--- src/rtl/jtag_master.sv ---
// ============================================================================
// jtag_master : host-side JTAG engine (TAP reset, IR/DR shift, idle clocks)
// Rev 1.0
// ============================================================================
`default_nettype none

module jtag_master #(
  parameter int CLK_DIV  = 4,
  parameter int MAX_BITS = 32
) (
  input  logic                hclk,
  input  logic                ext_reset_n,
  input  logic                cmd_valid,
  output logic                cmd_ready,
  input  logic [1:0]          cmd_op,
  input  logic [5:0]          cmd_len,
  input  logic [MAX_BITS-1:0] cmd_data,
  output logic                rsp_valid,
  input  logic                rsp_ready,
  output logic [MAX_BITS-1:0] rsp_data,
  output logic                rsp_err,
  output logic                busy,
  output logic                tap_sync,
  output logic                tck,
  output logic                tms,
  output logic                tdi,
  input  logic                tdo
);

  localparam int DIV_W  = (CLK_DIV > 1) ? $clog2(CLK_DIV) : 1;
  localparam int STEP_W = $clog2(MAX_BITS + 7);
  localparam logic [DIV_W-1:0] DIV_LAST = DIV_W'(CLK_DIV - 1);

  localparam logic [1:0] ST_IDLE = 2'd0;
  localparam logic [1:0] ST_RUN  = 2'd1;
  localparam logic [1:0] ST_RESP = 2'd2;

  localparam logic [1:0] OP_RESET = 2'd0;
  localparam logic [1:0] OP_IR    = 2'd1;
  localparam logic [1:0] OP_DR    = 2'd2;
  localparam logic [1:0] OP_IDLE  = 2'd3;

  // {is shift bit, shift bit index} for TCK number 'step' of a sequence
  function automatic logic [STEP_W:0] shift_info(input logic [1:0] op, input logic [5:0] len,
                                                 input logic [STEP_W-1:0] step);
    logic [STEP_W-1:0] pre;
    logic [STEP_W-1:0] idx;
    logic              hit;
    pre = (op == OP_IR) ? STEP_W'(4) : STEP_W'(3);
    idx = step - pre;
    hit = ((op == OP_IR) || (op == OP_DR)) && (step >= pre) && (idx < STEP_W'(len));
    return {hit, idx};
  endfunction

  function automatic logic tms_of(input logic [1:0] op, input logic [5:0] len,
                                  input logic [STEP_W-1:0] step);
    logic [STEP_W:0]   si;
    logic [STEP_W-1:0] pre;
    logic              t;
    si  = shift_info(op, len, step);
    pre = (op == OP_IR) ? STEP_W'(4) : STEP_W'(3);
    case (op)
      OP_RESET: t = (step < STEP_W'(5));
      OP_IDLE:  t = 1'b0;
      default: begin
        if (step < pre)
          t = (step == '0) || ((op == OP_IR) && (step == STEP_W'(1)));
        else if (si[STEP_W])
          t = (si[STEP_W-1:0] == STEP_W'(len) - STEP_W'(1));
        else
          t = (si[STEP_W-1:0] == STEP_W'(len));   // Exit1 -> Update
      end
    endcase
    return t;
  endfunction

  function automatic logic [STEP_W-1:0] last_step(input logic [1:0] op, input logic [5:0] len);
    case (op)
      OP_RESET: return STEP_W'(5);
      OP_IR:    return STEP_W'(len) + STEP_W'(5);
      OP_DR:    return STEP_W'(len) + STEP_W'(4);
      default:  return STEP_W'(len) - STEP_W'(1);
    endcase
  endfunction

  logic [1:0]          state_q, state_d;
  logic [1:0]          op_q, op_d;
  logic [5:0]          len_q, len_d;
  logic [MAX_BITS-1:0] data_q, data_d;
  logic [STEP_W-1:0]   step_q, step_d;
  logic [DIV_W-1:0]    div_q, div_d;
  logic                tck_q, tck_d;
  logic                tms_q, tms_d;
  logic                tdi_q, tdi_d;
  logic [MAX_BITS-1:0] rsp_data_q, rsp_data_d;
  logic                rsp_err_q, rsp_err_d;
  logic                tap_sync_q, tap_sync_d;

  logic                w_accept;
  logic                w_legal;
  logic                w_phase_end;
  logic                w_seq_last;
  logic [1:0]          w_nxt_op;
  logic [5:0]          w_nxt_len;
  logic [MAX_BITS-1:0] w_nxt_data;
  logic [STEP_W-1:0]   w_nxt_step;
  logic [STEP_W:0]     w_nxt_si;
  logic                w_nxt_tms;
  logic                w_nxt_tdi;
  logic [STEP_W:0]     w_cur_si;

  assign w_accept    = cmd_valid && (state_q == ST_IDLE);
  assign w_legal     = (cmd_op == OP_RESET) ||
                       ((cmd_len != 6'd0) && (int'(cmd_len) <= MAX_BITS));
  assign w_phase_end = (div_q == DIV_LAST);
  assign w_seq_last  = (step_q == last_step(op_q, len_q));

  // Pin values for the next low phase: step 0 of a new command, or step+1
  always_comb begin
    w_nxt_op   = op_q;
    w_nxt_len  = len_q;
    w_nxt_data = data_q;
    w_nxt_step = step_q + STEP_W'(1);
    if (state_q == ST_IDLE) begin
      w_nxt_op   = cmd_op;
      w_nxt_len  = cmd_len;
      w_nxt_data = cmd_data;
      w_nxt_step = '0;
    end
    w_nxt_si  = shift_info(w_nxt_op, w_nxt_len, w_nxt_step);
    w_nxt_tms = tms_of(w_nxt_op, w_nxt_len, w_nxt_step);
    w_nxt_tdi = w_nxt_si[STEP_W] &&
                (|(w_nxt_data & (MAX_BITS'(1) << w_nxt_si[STEP_W-1:0])));
    w_cur_si  = shift_info(op_q, len_q, step_q);
  end

  always_ff @(posedge hclk or negedge ext_reset_n) begin
    if (!ext_reset_n) begin
      state_q    <= ST_IDLE;
      op_q       <= OP_RESET;
      len_q      <= '0;
      data_q     <= '0;
      step_q     <= '0;
      div_q      <= '0;
      tck_q      <= 1'b0;
      tms_q      <= 1'b1;
      tdi_q      <= 1'b0;
      rsp_data_q <= '0;
      rsp_err_q  <= 1'b0;
      tap_sync_q <= 1'b0;
    end else begin
      state_q    <= state_d;
      op_q       <= op_d;
      len_q      <= len_d;
      data_q     <= data_d;
      step_q     <= step_d;
      div_q      <= div_d;
      tck_q      <= tck_d;
      tms_q      <= tms_d;
      tdi_q      <= tdi_d;
      rsp_data_q <= rsp_data_d;
      rsp_err_q  <= rsp_err_d;
      tap_sync_q <= tap_sync_d;
    end
  end

  always_comb begin
    state_d = state_q;
    case (state_q)
      ST_IDLE: if (w_accept) state_d = w_legal ? ST_RUN : ST_RESP;
      ST_RUN:  if (w_phase_end && tck_q && w_seq_last) state_d = ST_RESP;
      ST_RESP: if (rsp_ready) state_d = ST_IDLE;
      default: state_d = ST_IDLE;
    endcase
  end

  always_comb begin
    op_d       = op_q;
    len_d      = len_q;
    data_d     = data_q;
    step_d     = step_q;
    div_d      = div_q;
    tck_d      = tck_q;
    tms_d      = tms_q;
    tdi_d      = tdi_q;
    rsp_data_d = rsp_data_q;
    rsp_err_d  = rsp_err_q;
    tap_sync_d = tap_sync_q;
    if (w_accept) begin
      op_d       = cmd_op;
      len_d      = cmd_len;
      data_d     = cmd_data;
      step_d     = '0;
      div_d      = '0;
      tck_d      = 1'b0;
      rsp_data_d = '0;
      rsp_err_d  = !w_legal;
      if (w_legal) begin
        tms_d = w_nxt_tms;
        tdi_d = w_nxt_tdi;
      end
    end else if (state_q == ST_RUN) begin
      if (!w_phase_end) begin
        div_d = div_q + DIV_W'(1);
      end else begin
        div_d = '0;
        if (!tck_q) begin
          tck_d = 1'b1;
          if (w_cur_si[STEP_W])
            rsp_data_d = rsp_data_q | (MAX_BITS'(tdo) << w_cur_si[STEP_W-1:0]);
        end else begin
          tck_d = 1'b0;
          if (w_seq_last) begin
            tdi_d = 1'b0;
            if (op_q == OP_RESET) tap_sync_d = 1'b1;
          end else begin
            step_d = w_nxt_step;
            tms_d  = w_nxt_tms;
            tdi_d  = w_nxt_tdi;
          end
        end
      end
    end
  end

  always_comb begin
    cmd_ready = (state_q == ST_IDLE);
    rsp_valid = (state_q == ST_RESP);
    busy      = (state_q == ST_RUN);
  end

  assign rsp_data = rsp_data_q;
  assign rsp_err  = rsp_err_q;
  assign tap_sync = tap_sync_q;
  assign tck      = tck_q;
  assign tms      = tms_q;
  assign tdi      = tdi_q;

endmodule

`default_nettype wire

--- config.mk ---
export PLATFORM = sky130hd
export DESIGN_NAME = jtag_master
export DESIGN_NICKNAME = d
export VERILOG_FILES = /design/src/rtl/jtag_master.sv
export SDC_FILE = /design/constraint.sdc
export NUM_CORES = 1
export LEC_CHECK = 0
export ABC_AREA = 1
export CORE_MARGIN = 2
export CORE_UTILIZATION = 56
export DETAILED_ROUTE_END_ITERATION = 10
export PLACE_DENSITY = 0.82
export SLEW_MARGIN = 40
export SYNTH_ARGS = -nofsm -noshare
export SYNTH_HDL_FRONTEND = slang
export SYNTH_SLANG_ARGS = --single-unit
--- constraint.sdc ---
create_clock -name hclk -period 4.9 [get_ports hclk]
set_input_delay 0.735 -clock hclk [delete_from_list [all_inputs] [get_ports hclk]]
set_output_delay 0.735 -clock hclk [all_outputs]
set_load 0.005 [all_outputs]
==> flow_metrics.env, run 1 <==
export IMPL_async_flop_share_pct=100
export IMPL_cts_buffers=9
export IMPL_ys_seq_area_share_pct=36.4
export IMPL_p_per_area_mw_per_mm2=744
export IMPL_viasPerCell=5.42
export IMPL_start_kind="input port"
export IMPL_grt_max_degree=83
export IMPL_ys_warn_count=0
export IMPL_antenna_cells=0
export IMPL_cts_tree="done"
export IMPL_synth_edff_count=0
export IMPL_crit_top_cell="nand2_1"
export IMPL_avgSynthCellArea_um2=6.94
export IMPL_p_leak_nw=3.48
export IMPL_final_cell_mix="nand2_1, nor2_1, inv_1"
export IMPL_ys_flop_type="dfrtp_1"
export IMPL_setup_violations=0
export IMPL_ctsLongestPathBuffers=2
export IMPL_syn2layout_area_growth_pct=18.0
export IMPL_worst_slew_pin_slew_ps=746
export IMPL_drv_slew=0
export IMPL_clock_latency_ps=370
export IMPL_clock_sinks=87
export IMPL_internal_power_mw=2.39
export IMPL_critPathCaptureType="register"
export IMPL_finalNetCount=1004
export IMPL_antenna_found_initial=0
export IMPL_cts_root_buf="clkbuf_8"
export IMPL_synth_cell_types=42
export IMPL_design_area_mm2=0.00707
export IMPL_start_util_pct=57.8
export IMPL_cts_resized=0
export IMPL_cts_setup_buffers=0
export IMPL_cap_viol_max_count=0
export IMPL_synth_cells=863
export IMPL_final_common_cell="nand2_1"
export IMPL_die_h_um=107
export IMPL_hp_class="input port to async pin"
export IMPL_rsz0062_at_grt="false"
export IMPL_cp_slowest_cell="fa_1"
export IMPL_grt_usage_pct=27.4
export IMPL_core_area_mm2=0.0104
export IMPL_htree_levels=3
export IMPL_grt_overflow_total=0
export IMPL_use_met1_pct=39.9
export IMPL_status="complete, no violations"
export IMPL_fp_row_count=37
export IMPL_crit_type="input port to register"
export IMPL_critPathArrivalTime_ps=4310
export IMPL_tns_ps=0
export IMPL_timing_fmax_mhz=250
export IMPL_dieWidth_um=107
export IMPL_drive_above_1_share_pct=5.57
export IMPL_drtAntennaViolNets=0
export IMPL_skew_ps=7.48
export IMPL_vdd_ir_drop_worst_mv=0.355
export IMPL_wire_per_inst_um=14.3
export IMPL_drt_first_pass_iters=5
export IMPL_drt_initial_drc_count=568
export IMPL_portBuffers=84
export IMPL_num_vias=5796
export IMPL_power_switching_mw=2.87
export IMPL_syn_area_mm2=0.00599
export IMPL_dpl_hpwl_um=11200
export IMPL_relSlewSlack_pct=50.2
export IMPL_die_area_mm2=0.0115
export IMPL_gr_usage_met2_pct=42.1
export IMPL_gp_congestion=0.950
export IMPL_cp_max_fo=4
export IMPL_top_level_ports=85
export IMPL_crit_required_ps=5210
export IMPL_fin_crit_sh_pct=81.6
export IMPL_place_area_mm2=0.00687
export IMPL_hold_viol=0
export IMPL_ys_ff_latch=87
export IMPL_clock_power_share_pct=10.3
export IMPL_fin_crit_ps=4000
export IMPL_seqPwrFrac_pct=21.1
export IMPL_combPwrFrac_pct=68.5
export IMPL_p_sw_share_pct=54.6
export IMPL_hold_buffers=0
export IMPL_cts_clk_slew_worst_paths_ps=100
export IMPL_grt_busiest_layer="met2"
export IMPL_synth_nets=938
export IMPL_wl_um=15300
export IMPL_grt_pass1_vias=5287
export IMPL_grt_util_met3_pct=4.96
export IMPL_grt_pass1_wl_um=25200
export IMPL_drc=0
export IMPL_critPathMaxStageDelay_ps=460
==> final timing paths <==
check                             from            to  slack, ps  cells past startpoint
max reg2reg                    op_q[1]  rsp_data[10]       1070                     18
min reg2reg                    rsp_err       rsp_err        490                      2
max in group asynchronous  ext_reset_n  rsp_data[14]       3580                      2
min in group hclk              rsp_err       rsp_err        490                      2
min                        ext_reset_n    data_q[12]        370                      1
max                          cmd_op[0]           tms        900                     26
==> synthesized netlist by cell type (9+ instances only) <==
library cell	count	area, µm²
a21oi_1	57	285
buf_2	18	90.1
clkbuf_1	9	33.8
dfrtp_1	86	2150
ha_1	27	338
inv_1	99	372
nand2_1	212	796
nand2_2	9	56.3
nand3_1	66	330
nand4_1	11	68.8
nor2_1	120	450
nor3_1	13	65.1
o21ai_0	78	390
==> worst max-delay path, delay by kind of cell <==
kind                     cells  cell delay, ps
AO/OA/AOI/OAI                4             640
adder cells (fa/ha/maj)      4            1210
buffers and inverters        7             830
AND/OR/NAND/NOR             11             900
==> area by class of cell <==
class	count	area (µm²)
repair buffers	89	876
well taps	136	170
inverters	101	379
multi-input cells	641	3260
clock inverters	6	76.3
fillers	906	3300
clock buffers	9	124
flip-flops and latches	87	2180
==> cell families after synthesis <==
family / count (synthesis) / share of synthesized area (%)
flops: 87 / 36.4
compound gates: 158 / 14.6
buf+inv: 135 / 9.38
xor+xnor: 9 / 1.63
fa+ha+maj: 30 / 6.64
simple gates: 444 / 31.3
==> sequential cells by signal, indices dropped and copies added (netlist names) <==
name and count:
data_q 32, div_q 2, len_q 6, op_q 2
rsp_data 32, rsp_err 1, state_q 2, step_q 6
tap_sync 1, tck 1, tdi 1, tms 1
==> power by group through the flow <==
| stage | logic (mW) | registers (mW) | clock network [mW] |
|---|---|---|---|
| 6_report | 3.60 | 1.11 | 0.544 |
| 5_1_grt | 4.08 | 1.14 | 0.582 |
| 4_1_cts | 3.55 | 1.11 | 0.548 |
| 3_5_place_dp | 3.54 | 1.12 | 0 |
| 3_3_place_gp | 3.48 | 1.12 | 0 |
| 2_1_floorplan | 2.80 | 1.06 | 0 |
==> per-layer routing <==
metal	wire, µm	vias to the layer above
li1	-	2919
met1	7160	2652
met2	6850	203
met3	1020	22
met4	252	0
met5	0	-
==> metrics by stage <==
step	hold slack (ps)	util [%]	power (mW)	std cells	setup WS, ps
6_report	372	68.1	5.25	1069	901
5_1_grt	414	68.1	5.80	1069	512
4_1_cts	392	68.1	5.21	1069	932
3_5_place_dp	465	66.2	4.66	1054	541
3_3_place_gp	457	66.2	4.60	1054	687
2_1_floorplan	439	-	3.86	863	1090
Power figures use the tool's default switching activity.
==> run 2, diff against run 1 <==
==> constraint.sdc (replaced) <==
create_clock -name hclk -period 3.8 [get_ports hclk]
set_input_delay 0.57 -clock hclk [delete_from_list [all_inputs] [get_ports hclk]]
set_output_delay 0.57 -clock hclk [all_outputs]
set_load 0.005 [all_outputs]
==> run 2 against run 1 <==
Against the previous run: utilization up 2.4 points; non-clock buffer count up 24; cell area up 3.6%; sequential power up 30%; global-route usage up 0.92 points; register-to-register slack worse by 870 ps; setup slack worse by 700 ps; clock skew up 2.5 ps; final cell count up 2.3%; clock power up 26%; clock-buffer cell count unchanged; largest power group unchanged.
==> flow_metrics.env, run 2 (synthesis results as in run 1) <==
export IMPL_setup_ws_ps=204
export IMPL_htree_levels=3
export IMPL_status="complete, no violations"
export IMPL_dieWidth_um=107
export IMPL_p_per_area_mw_per_mm2=982
export IMPL_drt_initial_drc_count=575
export IMPL_fp_row_count=37
export IMPL_ctsLongestPathBuffers=2
export IMPL_grt_usage_pct=28.3
export IMPL_drt_first_pass_iters=6
export IMPL_multi_input_area_mm2=0.00329
export IMPL_top_level_ports=85
export IMPL_fillers=860
export IMPL_start_kind="register"
export IMPL_hp_class="input port to async pin"
export IMPL_place_area_mm2=0.00703
export IMPL_grt_pass1_vias=5457
export IMPL_timing_fmax_mhz=278
export IMPL_worst_slew_pin_slew_ps=664
export IMPL_clock_sinks=87
export IMPL_grt_max_degree=73
export IMPL_relSlewSlack_pct=55.7
export IMPL_setup_violations=0
export IMPL_drc=0
export IMPL_hold_buffers=0
export IMPL_dpl_hpwl_um=11500
export IMPL_cts_buffers=9
export IMPL_p_leak_nw=3.61
export IMPL_core_area_mm2=0.0104
export IMPL_cts_clk_slew_worst_paths_ps=110
export IMPL_place_ws_ps=-83.7
export IMPL_clock_latency_ps=370
export IMPL_critPathArrivalTime_ps=3900
export IMPL_finalNetCount=1028
export IMPL_vdd_ir_drop_worst_mv=0.525
export IMPL_antenna_cells=0
export IMPL_drtAntennaViolNets=0
export IMPL_design_area_mm2=0.00732
export IMPL_die_area_mm2=0.0115
export IMPL_start_util_pct=57.8
export IMPL_gp_congestion=0.962
export IMPL_hold_viol=0
export IMPL_cts_root_buf="clkbuf_8"
export IMPL_portBuffers=84
export IMPL_antenna_found_initial=0
export IMPL_drive_above_1_share_pct=8.56
export IMPL_critPathCaptureType="register"
export IMPL_wire_per_inst_um=14.6
export IMPL_final_cell_mix="nand2_1, nor2_1, inv_1"
export IMPL_viasPerCell=5.47
export IMPL_drv_slew=0
export IMPL_grt_overflow_total=0
export IMPL_skew_ps=10.0
export IMPL_fin_crit_sh_pct=94.6
export IMPL_crit_type="register to register"
export IMPL_die_h_um=107
export IMPL_syn2layout_area_growth_pct=22.2
export IMPL_fin_crit_ps=3600
export IMPL_num_vias=5979
export IMPL_grt_pass1_wl_um=26000
export IMPL_cts_tree="done"
export IMPL_cap_viol_max_count=0
export IMPL_wl_um=16000
export IMPL_crit_required_ps=4100
export IMPL_final_common_cell="nand2_1"
export IMPL_seq_area_mm2=0.00218
export IMPL_final_util_pct=70.6
export IMPL_cp_max_fo=16
export IMPL_tns_ps=0
[run 2: area by class of cell]
type                            count  share of cell area (%)
Sequential cell                    87                    29.8
Tap cell                          136                    2.33
Timing Repair Buffer              113                    14.9
Inverter                          101                    5.21
Clock inverter                      7                    1.15
Clock buffer                        9                    1.69
Multi-Input combinational cell    641                    45.0
[run 2: per-stage QoR]
step           instances  hold WS, ps  power (mW)
2_1_floorplan        863          274        4.99
3_3_place_gp        1073          461        6.18
3_5_place_dp        1073          465        6.26
4_1_cts             1089          217        7.00
5_1_grt             1094          234        7.89
6_report            1094          166        7.19
[run 2: path summary, 6_finish.rpt]
check	cells past startpoint	start	to	slack, ps
min in group hclk	1	tap_sync	tap_sync	490
max in group asynchronous	2	ext_reset_n	tms	2830
worst max-delay path	20	op_q[1]	rsp_data[25]	200
worst min-delay path	1	ext_reset_n	rsp_data[15]	170
worst max register to register	20	op_q[1]	rsp_data[25]	200
worst min register to register	1	tap_sync	tap_sync	490
[run 2: critical path, stage by stage (launching register included)]
cell	delay, ps
dfrtp_1	390
inv_1	90
ha_4	200
inv_4	90
ha_1	170
inv_1	60
fa_2	340
nand2_1	90
nand3_1	100
xor2_1	210
inv_1	90
ha_1	280
nand2_1	70
o21ai_0	90
a21oi_1	190
nand3_1	170
o41ai_4	360
buf_4	190
buf_12	150
a21oi_1	70
nor2_1	120
[run 2: per-layer routing]
layer | routed length, µm | GRT usage, % | up-vias
met4 | 301 | 7.42 | 0
li1 | - | - | 2965
met5 | 0 | 0 | -
met1 | 7050 | 39.0 | 2741
met2 | 7620 | 47.0 | 244
met3 | 984 | 4.00 | 29
[run 2: timing repair]
action                     in CTS  in global routing
setup endpoints to repair       0                 34
gates resized for setup         0                  9
buffers inserted                0                  4
[run 2: report_power, final]
part / switching, mW / leakage, nW / internal [mW]
clock: 0.421 / 0.105 / 0.266
combinational: 3.20 / 2.37 / 1.86
sequential: 0.242 / 1.14 / 1.19
